### src/rtl/joystick_sprite_if.sv
// Stick/control inputs and sprite outputs shared between the controller
// front-end (master) and the position integrator (slave).
interface joystick_sprite_if;
  logic [7:0] xstick;
  logic [7:0] ystick;
  logic       boost;
  logic       recenter;
  logic [9:0] BallX;
  logic [9:0] BallY;
  logic [9:0] BallS;
  logic       moving;
  logic       hit_x;
  logic       hit_y;

  modport master (
    output xstick, ystick, boost, recenter,
    input  BallX, BallY, BallS, moving, hit_x, hit_y
  );

  modport slave (
    input  xstick, ystick, boost, recenter,
    output BallX, BallY, BallS, moving, hit_x, hit_y
  );
endinterface

### src/rtl/joystick_sprite.sv
// Per-frame sprite position integrator: stick offsets -> deadzone/scaled steps
// with boost and hold-acceleration, integrated with clamp or wrap edges.
module joystick_sprite #(
  parameter int X_MAX        = 639,
  parameter int Y_MAX        = 479,
  parameter int X_CENTER     = 320,
  parameter int Y_CENTER     = 240,
  parameter int SIZE         = 4,
  parameter int DEADZONE     = 16,
  parameter int SHIFT        = 4,
  parameter int ACCEL_FRAMES = 30,
  parameter int EDGE_MODE    = 0
) (
  input  logic             frame_clk,
  input  logic             Reset,
  joystick_sprite_if.slave js
);

  localparam int                CW       = $clog2(ACCEL_FRAMES + 1);
  localparam logic [CW-1:0]     HOLD_MAX = CW'(ACCEL_FRAMES);
  localparam logic [8:0]        DZ       = 9'(DEADZONE);
  localparam logic signed [11:0] SIZE_S  = 12'(SIZE);

  logic [9:0]    pos_q  [2];
  logic [9:0]    pos_d  [2];
  logic [CW-1:0] hold_q [2];
  logic [CW-1:0] hold_d [2];
  logic [1:0]    dir_q  [2];
  logic [1:0]    dir_d  [2];
  logic          moving_q, moving_d;
  logic [1:0]    hit_q, hit_d;

  logic signed [8:0]  off      [2];
  logic [8:0]         mag      [2];
  logic [8:0]         base     [2];
  logic [1:0]         dir_now  [2];
  logic [11:0]        step_mag [2];
  logic signed [11:0] step     [2];
  logic signed [11:0] next_raw [2];
  logic signed [11:0] next_fix [2];
  logic signed [11:0] ax_max   [2];
  logic [9:0]         ax_ctr   [2];

  always_comb begin
    off[0]    = $signed({1'b0, js.xstick}) - 9'sd128;
    off[1]    = 9'sd128 - $signed({1'b0, js.ystick});
    ax_max[0] = 12'(X_MAX);
    ax_max[1] = 12'(Y_MAX);
    ax_ctr[0] = 10'(X_CENTER);
    ax_ctr[1] = 10'(Y_CENTER);
    moving_d  = 1'b0;
    hit_d     = 2'b00;

    for (int i = 0; i < 2; i++) begin
      // Sign-magnitude keeps left/right speeds symmetric (truncate toward zero).
      mag[i]     = off[i][8] ? 9'(-off[i]) : 9'(off[i]);
      base[i]    = (mag[i] <= DZ) ? 9'd0 : (mag[i] >> SHIFT);
      dir_now[i] = (base[i] == 9'd0) ? 2'b00 : (off[i][8] ? 2'b11 : 2'b01);

      step_mag[i] = {3'b000, base[i]};
      if (js.boost) step_mag[i] = step_mag[i] << 1;
      if (hold_q[i] == HOLD_MAX) step_mag[i] = step_mag[i] << 1;
      step[i] = off[i][8] ? -$signed(step_mag[i]) : $signed(step_mag[i]);

      if (dir_now[i] == 2'b00)
        hold_d[i] = '0;
      else if (dir_now[i] == dir_q[i])
        hold_d[i] = (hold_q[i] == HOLD_MAX) ? HOLD_MAX : hold_q[i] + 1'b1;
      else
        hold_d[i] = CW'(1);
      dir_d[i] = dir_now[i];

      next_raw[i] = $signed({2'b00, pos_q[i]}) + step[i];
      next_fix[i] = next_raw[i];
      if (EDGE_MODE == 0) begin
        if (next_raw[i] < SIZE_S) begin
          next_fix[i] = SIZE_S;
          hit_d[i]    = 1'b1;
        end else if (next_raw[i] > ax_max[i] - SIZE_S) begin
          next_fix[i] = ax_max[i] - SIZE_S;
          hit_d[i]    = 1'b1;
        end
      end else begin
        // |step| never exceeds MAX, so one correction is enough.
        if (next_raw[i] < 12'sd0) begin
          next_fix[i] = next_raw[i] + ax_max[i] + 12'sd1;
          hit_d[i]    = 1'b1;
        end else if (next_raw[i] > ax_max[i]) begin
          next_fix[i] = next_raw[i] - ax_max[i] - 12'sd1;
          hit_d[i]    = 1'b1;
        end
      end
      pos_d[i] = 10'(next_fix[i]);
      if (step[i] != 12'sd0) moving_d = 1'b1;
    end

    if (js.recenter) begin
      for (int i = 0; i < 2; i++) begin
        pos_d[i]  = ax_ctr[i];
        hold_d[i] = '0;
        dir_d[i]  = 2'b00;
      end
      moving_d = 1'b0;
      hit_d    = 2'b00;
    end
  end

  always_ff @(posedge frame_clk) begin
    if (Reset) begin
      pos_q[0]  <= 10'(X_CENTER);
      pos_q[1]  <= 10'(Y_CENTER);
      hold_q[0] <= '0;
      hold_q[1] <= '0;
      dir_q[0]  <= 2'b00;
      dir_q[1]  <= 2'b00;
      moving_q  <= 1'b0;
      hit_q     <= 2'b00;
    end else begin
      pos_q    <= pos_d;
      hold_q   <= hold_d;
      dir_q    <= dir_d;
      moving_q <= moving_d;
      hit_q    <= hit_d;
    end
  end

  assign js.BallX  = pos_q[0];
  assign js.BallY  = pos_q[1];
  assign js.BallS  = 10'(SIZE);
  assign js.moving = moving_q;
  assign js.hit_x  = hit_q[0];
  assign js.hit_y  = hit_q[1];

endmodule

### src/flat_wrapper.sv
// flat-port wrapper written by rule: the top's interface ports become plain ports
module joystick_sprite_flat 
#(
  parameter int X_MAX        = 639,
  parameter int Y_MAX        = 479,
  parameter int X_CENTER     = 320,
  parameter int Y_CENTER     = 240,
  parameter int SIZE         = 4,
  parameter int DEADZONE     = 16,
  parameter int SHIFT        = 4,
  parameter int ACCEL_FRAMES = 30,
  parameter int EDGE_MODE    = 0
)
  (frame_clk, Reset, js_xstick, js_ystick, js_boost, js_recenter, js_BallX, js_BallY, js_BallS, js_moving, js_hit_x, js_hit_y);
  joystick_sprite_if js_i ();
  input  logic frame_clk;
  input  logic Reset;
  input wire logic [$bits(js_i.xstick)-1:0] js_xstick;
  input wire logic [$bits(js_i.ystick)-1:0] js_ystick;
  input wire logic [$bits(js_i.boost)-1:0] js_boost;
  input wire logic [$bits(js_i.recenter)-1:0] js_recenter;
  output wire logic [$bits(js_i.BallX)-1:0] js_BallX;
  output wire logic [$bits(js_i.BallY)-1:0] js_BallY;
  output wire logic [$bits(js_i.BallS)-1:0] js_BallS;
  output wire logic [$bits(js_i.moving)-1:0] js_moving;
  output wire logic [$bits(js_i.hit_x)-1:0] js_hit_x;
  output wire logic [$bits(js_i.hit_y)-1:0] js_hit_y;
  assign js_i.xstick = js_xstick;
  assign js_i.ystick = js_ystick;
  assign js_i.boost = js_boost;
  assign js_i.recenter = js_recenter;
  assign js_BallX = js_i.BallX;
  assign js_BallY = js_i.BallY;
  assign js_BallS = js_i.BallS;
  assign js_moving = js_i.moving;
  assign js_hit_x = js_i.hit_x;
  assign js_hit_y = js_i.hit_y;
  joystick_sprite #(.X_MAX(X_MAX), .Y_MAX(Y_MAX), .X_CENTER(X_CENTER), .Y_CENTER(Y_CENTER), .SIZE(SIZE), .DEADZONE(DEADZONE), .SHIFT(SHIFT), .ACCEL_FRAMES(ACCEL_FRAMES), .EDGE_MODE(EDGE_MODE)) u_core (.frame_clk(frame_clk), .Reset(Reset), .js(js_i));
endmodule
### config.mk
export PLATFORM = sky130hd
export DESIGN_NAME = joystick_sprite_flat
export DESIGN_NICKNAME = d
export VERILOG_FILES = /design/src/rtl/joystick_sprite_if.sv /design/src/rtl/joystick_sprite.sv /design/src/flat_wrapper.sv
export SDC_FILE = /design/constraint.sdc
export NUM_CORES = 1
export LEC_CHECK = 0
export BUFFER_PORTS_ARGS = -buffer_cell sky130_fd_sc_hd__buf_4
export CORE_UTILIZATION = 44
export DETAILED_ROUTE_END_ITERATION = 7
export HOLD_SLACK_MARGIN = 0.06
export PLACE_DENSITY_LB_ADDON = 0.25
export SETUP_SLACK_MARGIN = 0.3
export SYNTH_ARGS = -nofsm -noshare
export SYNTH_HDL_FRONTEND = slang
export SYNTH_SLANG_ARGS = --single-unit
export TNS_END_PERCENT = 20
### constraint.sdc
create_clock -name frame_clk -period 12.8 [get_ports frame_clk]
set_input_delay 1.28 -clock frame_clk [delete_from_list [all_inputs] [get_ports frame_clk]]
set_output_delay 1.28 -clock frame_clk [all_outputs]
set_load 0.03 [all_outputs]
# Word-level counts from Yosys, hierarchy flattened
# Cells that the tools add are included.
[totals]
register_bits = 37
output_inout_bits = 33
elab_cells = 79
[op_classes]
add_sub_neg = 10
magnitude_cmp = 6
n_eq_ne = 4
mux = 28
bitwise_logic = 2
reduce_logical = 15
[op_table]
columns = ["cell", "count"]
rows = [
  ["$mux W12", 3],
  ["$mux W9", 4],
  ["$add A11 B12 Y12", 2],
  ["$lt A12 B4 Y1 const B", 2],
  ["$reduce_bool A12 Y1", 2],
  ["$mux W10", 2],
  ["$mux W5", 4],
  ["$le A9 B5 Y1 const B", 2],
  ["$logic_not A9 Y1", 2],
  ["$neg A9 Y9", 2],
  ["$reduce_or A4 Y1", 4],
  ["$gt A12 B10 Y1 const B", 1],
  ["$gt A12 B11 Y1 const B", 1],
  ["$neg A11 Y12", 1],
  ["$neg A12 Y12", 1],
  ["$reduce_or A3 Y1", 4],
  ["$mux W11", 1],
  ["$add A5 B1 Y5 const B", 2],
  ["$eq A5 B5 Y1 const B", 2],
  ["$sub A8 B8 Y9 const A", 1],
  ["$sub A8 B8 Y9 const B", 1],
  ["$mux W1", 8],
  ["$mux W2", 4],
  ["$mux W8", 1],
  ["5 further kinds", 8],
]

# Logic depth before layout (Yosys ltp)
[logic_depth]
ltp_word = 13
mapped_depth = 27
ltp_nobuf = 25

# Worst setup path after synthesis
# OpenSTA, ideal clock, no wires.
[synth_timing]
path_kind = "input to register"
startpoint = "input js_ystick[1]"
endpoint = "register u_core.pos_q (netlist bit u_core.js.BallY[8])"
setup_ns = 0.125
arrival_time_ns = 6.648
t_required_ns = 12.675
setup_slack_ns = 6.027
path_stages = 26
path_buffers = 2
path_cell_list = "inv_1 > ha_1 > or4b_4 > o31a_1 > buf_6 > o211ai_2 > nor2_1 > and3_1 > a211o_1 > o22ai_1 > inv_1 > ha_1 > mux2i_1 > inv_1 > ha_1 > a211oi_1 > nor4b_1 > nor4_1 > o31ai_1 > nand4bb_1 > a21oi_1 > or4_1 > clkbuf_1 > a211oi_1 > a21oi_1 > o41a_1"
[synth_between]
elab_chain_len = 12
[synth_rtl]
columns = ["item", "line", "rtl"]
rows = [
  ["start, declared", "flat_wrapper.sv:19", "input wire logic [$bits(js_i.ystick)-1:0] js_ystick;"],
  ["$sub A8 B8 Y9 (*)", "joystick_sprite.sv:46", "off[1] = 9'sd128 - $signed({1'b0, js.ystick});"],
  ["$neg A9 Y9", "joystick_sprite.sv:56", "mag[i] = off[i][8] ? 9'(-off[i]) : 9'(off[i]);"],
  ["$mux W9", "joystick_sprite.sv:56", ""],
  ["$le A9 B5 Y1", "joystick_sprite.sv:57", "base[i] = (mag[i] <= DZ) ? 9'd0 : (mag[i] >> SHIFT);"],
  ["$mux W5", "joystick_sprite.sv:57", ""],
  ["$mux W10", "joystick_sprite.sv:61", "if (js.boost) step_mag[i] = step_mag[i] << 1;"],
  ["$mux W11", "joystick_sprite.sv:62", "if (hold_q[i] == HOLD_MAX) step_mag[i] = step_mag[i] << 1;"],
  ["$neg A11 Y12", "joystick_sprite.sv:63", "step[i] = off[i][8] ? -$signed(step_mag[i]) : $signed(step_mag[i]);"],
  ["$mux W12 (*)", "joystick_sprite.sv:63", ""],
  ["$add A11 B12 Y12 (*)", "joystick_sprite.sv:73", "next_raw[i] = $signed({2'b00, pos_q[i]}) + step[i];"],
  ["$lt A12 B4 Y1 or $gt A12 B10 Y1 (tied branches)", "joystick_sprite.sv:76, joystick_sprite.sv:79", ""],
  ["$reduce_or A3 Y1 (no source line) or $mux W9 (tied branches)", "--", ""],
  ["end signal, assigned", "joystick_sprite.sv:119", "pos_q <= pos_d;"],
  ["end, declared", "joystick_sprite.sv:24", "logic [9:0] pos_q [2];"],
]
# Mark *: on every way between the ends. The rest lies on a longest branch, timed or not.
# A chain may end at the register's enable or synchronous reset.

# Final worst setup path
# Ends and elaborated chain as after synthesis.

==> results.tsv <==
stage	metric	value	unit
clock_network	H-tree levels	2	
sta	clk_skew	0.0116	ns
global_routing	initial antenna violation count	0	
sta	Period Utilization, post-route	0.585	
synth	largest area contributor in the netlist	dfxtp_1	
global_routing	vias in the first global route	3408	
route	initial DRC count	163	
synth	mapped cell area	0.00381	mm2
placement	Port Buf Inserts	42	
cells_and_area	footprint of the multi-input gates	0.00280	mm2
sta	worst-margin pin slew	0.654	ns
route	via count	3682	
worst_setup_path	Worst setup SP type	input port	
sta	RSZ-0062 raised after global routing	no	
sta	Fmax achieved	134	MHz
worst_setup_path	CP Class	input port to flip-flop	
worst_setup_path	FF-to-FF path depth	20	
clock_network	post-cts sizing count	0	
synth	Ys Warns	0	
cells_and_area	most frequent cells in the layout	buf_4 (43), a21oi_1 (40), dfxtp_1 (37)	
floorplan	effective utilization at floorplan	0.459	
global_routing	largest net degree at the start of global routing	21	
floorplan	die width	95.0	um
pwr	Worst VDD drop	0.0515	mV
worst_setup_path	crit path DAT	7.67	ns
clock_network	post-CTS setup buffer count	0	
synth	Synth area leaders	dfxtp_1 (19%), ha_1 (9.5%), a21oi_1 (5.3%)	
clock_network	Post-CTS Hold Fix Bufs	0	
cells_and_area	n_diodes	0	
cells_and_area	layout cell share with drive strength beyond 1	0.145	
synth	Cell variety after synth	77	
sta	min cycle time layout	7.49	ns
sta	WHS	0.512	ns
sta	endpoints failing setup	0	
floorplan	core area	0.00830	mm2
worst_setup_path	Critical Path Max Stage Delay	0.64	ns
sta	max-slew violations	0	
placement	post-placement cell count	627	
sta	Final Hold Vio Count	0	
global_routing	global-route wire length before repair	15000	um
synth	number of synthesized flops with an enable pin	0	
route	drt wl/cell	14.3	um
floorplan	die height	95.0	um
route	Via density	5.80	
floorplan	Die ar.	0.00903	mm2
cells_and_area	Layout area overhead	11.1	%
global_routing	gr usage total	0.207	
sta	Relative slew margins	0.562	
cells_and_area	most common cell after layout, fill and taps aside	buf_4	
placement	GPL Wtd Cong	0.921	
synth	syn avg cell area	7.66	um2
cells_and_area	register area	741	um2
worst_setup_path	Reg-to-Reg End	u_core.js.BallY[8]$_SDFF_PP0_	
status	status	finished, final reports clean	
pwr	pwr dens	104	mW/mm2
sta	Final TNS setup	0	ns
cells_and_area	Nets	580	
cells_and_area	Final Non-Filler Cells	635	
clock_network	clock slew at reported path FFs	0.08	ns
worst_setup_path	Worst Path Required	12.98	ns
floorplan	Rows	33	
route	DRT Pass-1 Iters	4	
cells_and_area	post-layout util	0.510	
clock_network	clk_lat worst skew	0.29	ns
worst_setup_path	Critical Path Start	js_ystick[1]	
pwr	LEAKAGE	1.79	nW
hold_path	worst hold path type	flip-flop to flip-flop	
synth	flops & latches, synth	37	
floorplan	Ports	53	
global_routing	grt total ovfl	0	
synth	cell count after synthesis	497	
route	antenna-violating nets left	0	
worst_setup_path	Critical R2R Launch	u_core.hold_q[0]$_SDFF_PP0_	
clock_network	Max clock buf depth	2	
clock_network	CTS Sinks	37	
worst_setup_path	CP endpoint	u_core.js.BallY[8]$_SDFF_PP0_	
synth	main flop type after synthesis	dfxtp_1	
worst_setup_path	Crit. End Element	flip-flop	
route	routed wire length	9100	um
cells_and_area	number of fill cells in the layout	812	
run	Max-cap violations	0	
pwr	overall power	0.439	mW
clock_network	CTS root buf	clkbuf_8	
worst_setup_path	FF-to-FF setup slack	7.33	ns
synth	FFs w/ async S/R, synth	0	
clock_network	TritonCTS buffer count	5	
worst_setup_path	worst-path maximum fanout	9	
route	DRC viols	0	
synth	register area share after synthesis	0.195	
synth	Yosys top cell area share	0.195	
worst_setup_path	CP max-delay cell	or4_1	
clock_network	CTS tree	yes	
placement	hpwl dp	7160	um
[logic make-up after synthesis]
group / synth area share
buffers and inverters: 0.0779
AOI/OAI and AO/OA: 0.287
DFF: 0.195
other: 0.00197
muxes: 0.0105
and+or+nand+nor: 0.249
xor gates and xnor gates: 0.0736
adders and majority gates: 0.106
[cells in the mapped netlist (all sizes together) (12+ instances only)]
library cell   n
nor3          21
nand3         15
inv           36
nand2         32
ha            29
clkbuf        12
a31oi         14
xnor2         21
a21oi         42
o21ai         25
nor2          35
buf           15
dfxtp         37
[worst min path at each step]
stage                               startpoint                     endpoint  slack [ns]  cells after the start
detailed placement  u_core.dir_q[0]$_SDFF_PP0_  u_core.hold_q[0]$_SDFF_PP0_        0.49                      3
finish              u_core.dir_q[0]$_SDFF_PP0_  u_core.hold_q[0]$_SDFF_PP0_        0.51                      3
CTS                 u_core.dir_q[0]$_SDFF_PP0_  u_core.hold_q[0]$_SDFF_PP0_        0.51                      3
global placement    u_core.dir_q[0]$_SDFF_PP0_  u_core.hold_q[0]$_SDFF_PP0_        0.49                      3
floorplan           u_core.dir_q[0]$_SDFF_PP0_  u_core.hold_q[0]$_SDFF_PP0_        0.46                      3
global route        u_core.dir_q[0]$_SDFF_PP0_  u_core.hold_q[0]$_SDFF_PP0_        0.55                      3
[power breakdown]
| part | switching [mW] | internal (mW) |
|---|---|---|
| combinational | 0.138 | 0.0842 |
| sequential | 0.00610 | 0.124 |
| clock | 0.0432 | 0.0437 |
| total | 0.187 | 0.252 |
[layer usage]
metal | wire length [um] | global-route usage | vias to the layer above
met3 | 321 | 0.0327 | 11
met5 | 0 | 0 | -
met2 | 4370 | 0.365 | 78
met1 | 4320 | 0.264 | 1721
met4 | 84 | 0.0417 | 0
li1 | - | - | 1872
[flip-flops by register name, indices dropped and copies added (netlist names)]
name	cells
u_core.dir_q	4
u_core.js.BallY	10
u_core.js.moving	1
u_core.hit_q	2
u_core.js.BallX	10
u_core.hold_q	10
[worst max-delay path, delay by kind of cell]
family | cells | cell delay, ns
fa+ha+maj | 3 | 0.86
simple gates | 8 | 2.49
mux | 1 | 0.29
buf+inv | 4 | 0.39
compound gates | 9 | 2.36
[layout make-up]
class,count,area share
Inverter,36,0.0319
Multi-Input combinational cell,406,0.663
Clock inverter,2,0.00325
Clock buffer,6,0.0195
Sequential cell,37,0.175
Timing Repair Buffer,43,0.0763
Tap cell,105,0.0311
[per-stage QoR]
step           cell area, um2  setup WS [ns]
6_report                 4230           5.31
5_1_grt                  4230           4.87
4_1_cts                  4230           5.38
3_5_place_dp             4130           5.07
3_3_place_gp             4130           5.34
2_1_floorplan            3840           6.03
No activity file was read; power rests on OpenSTA's default activity.
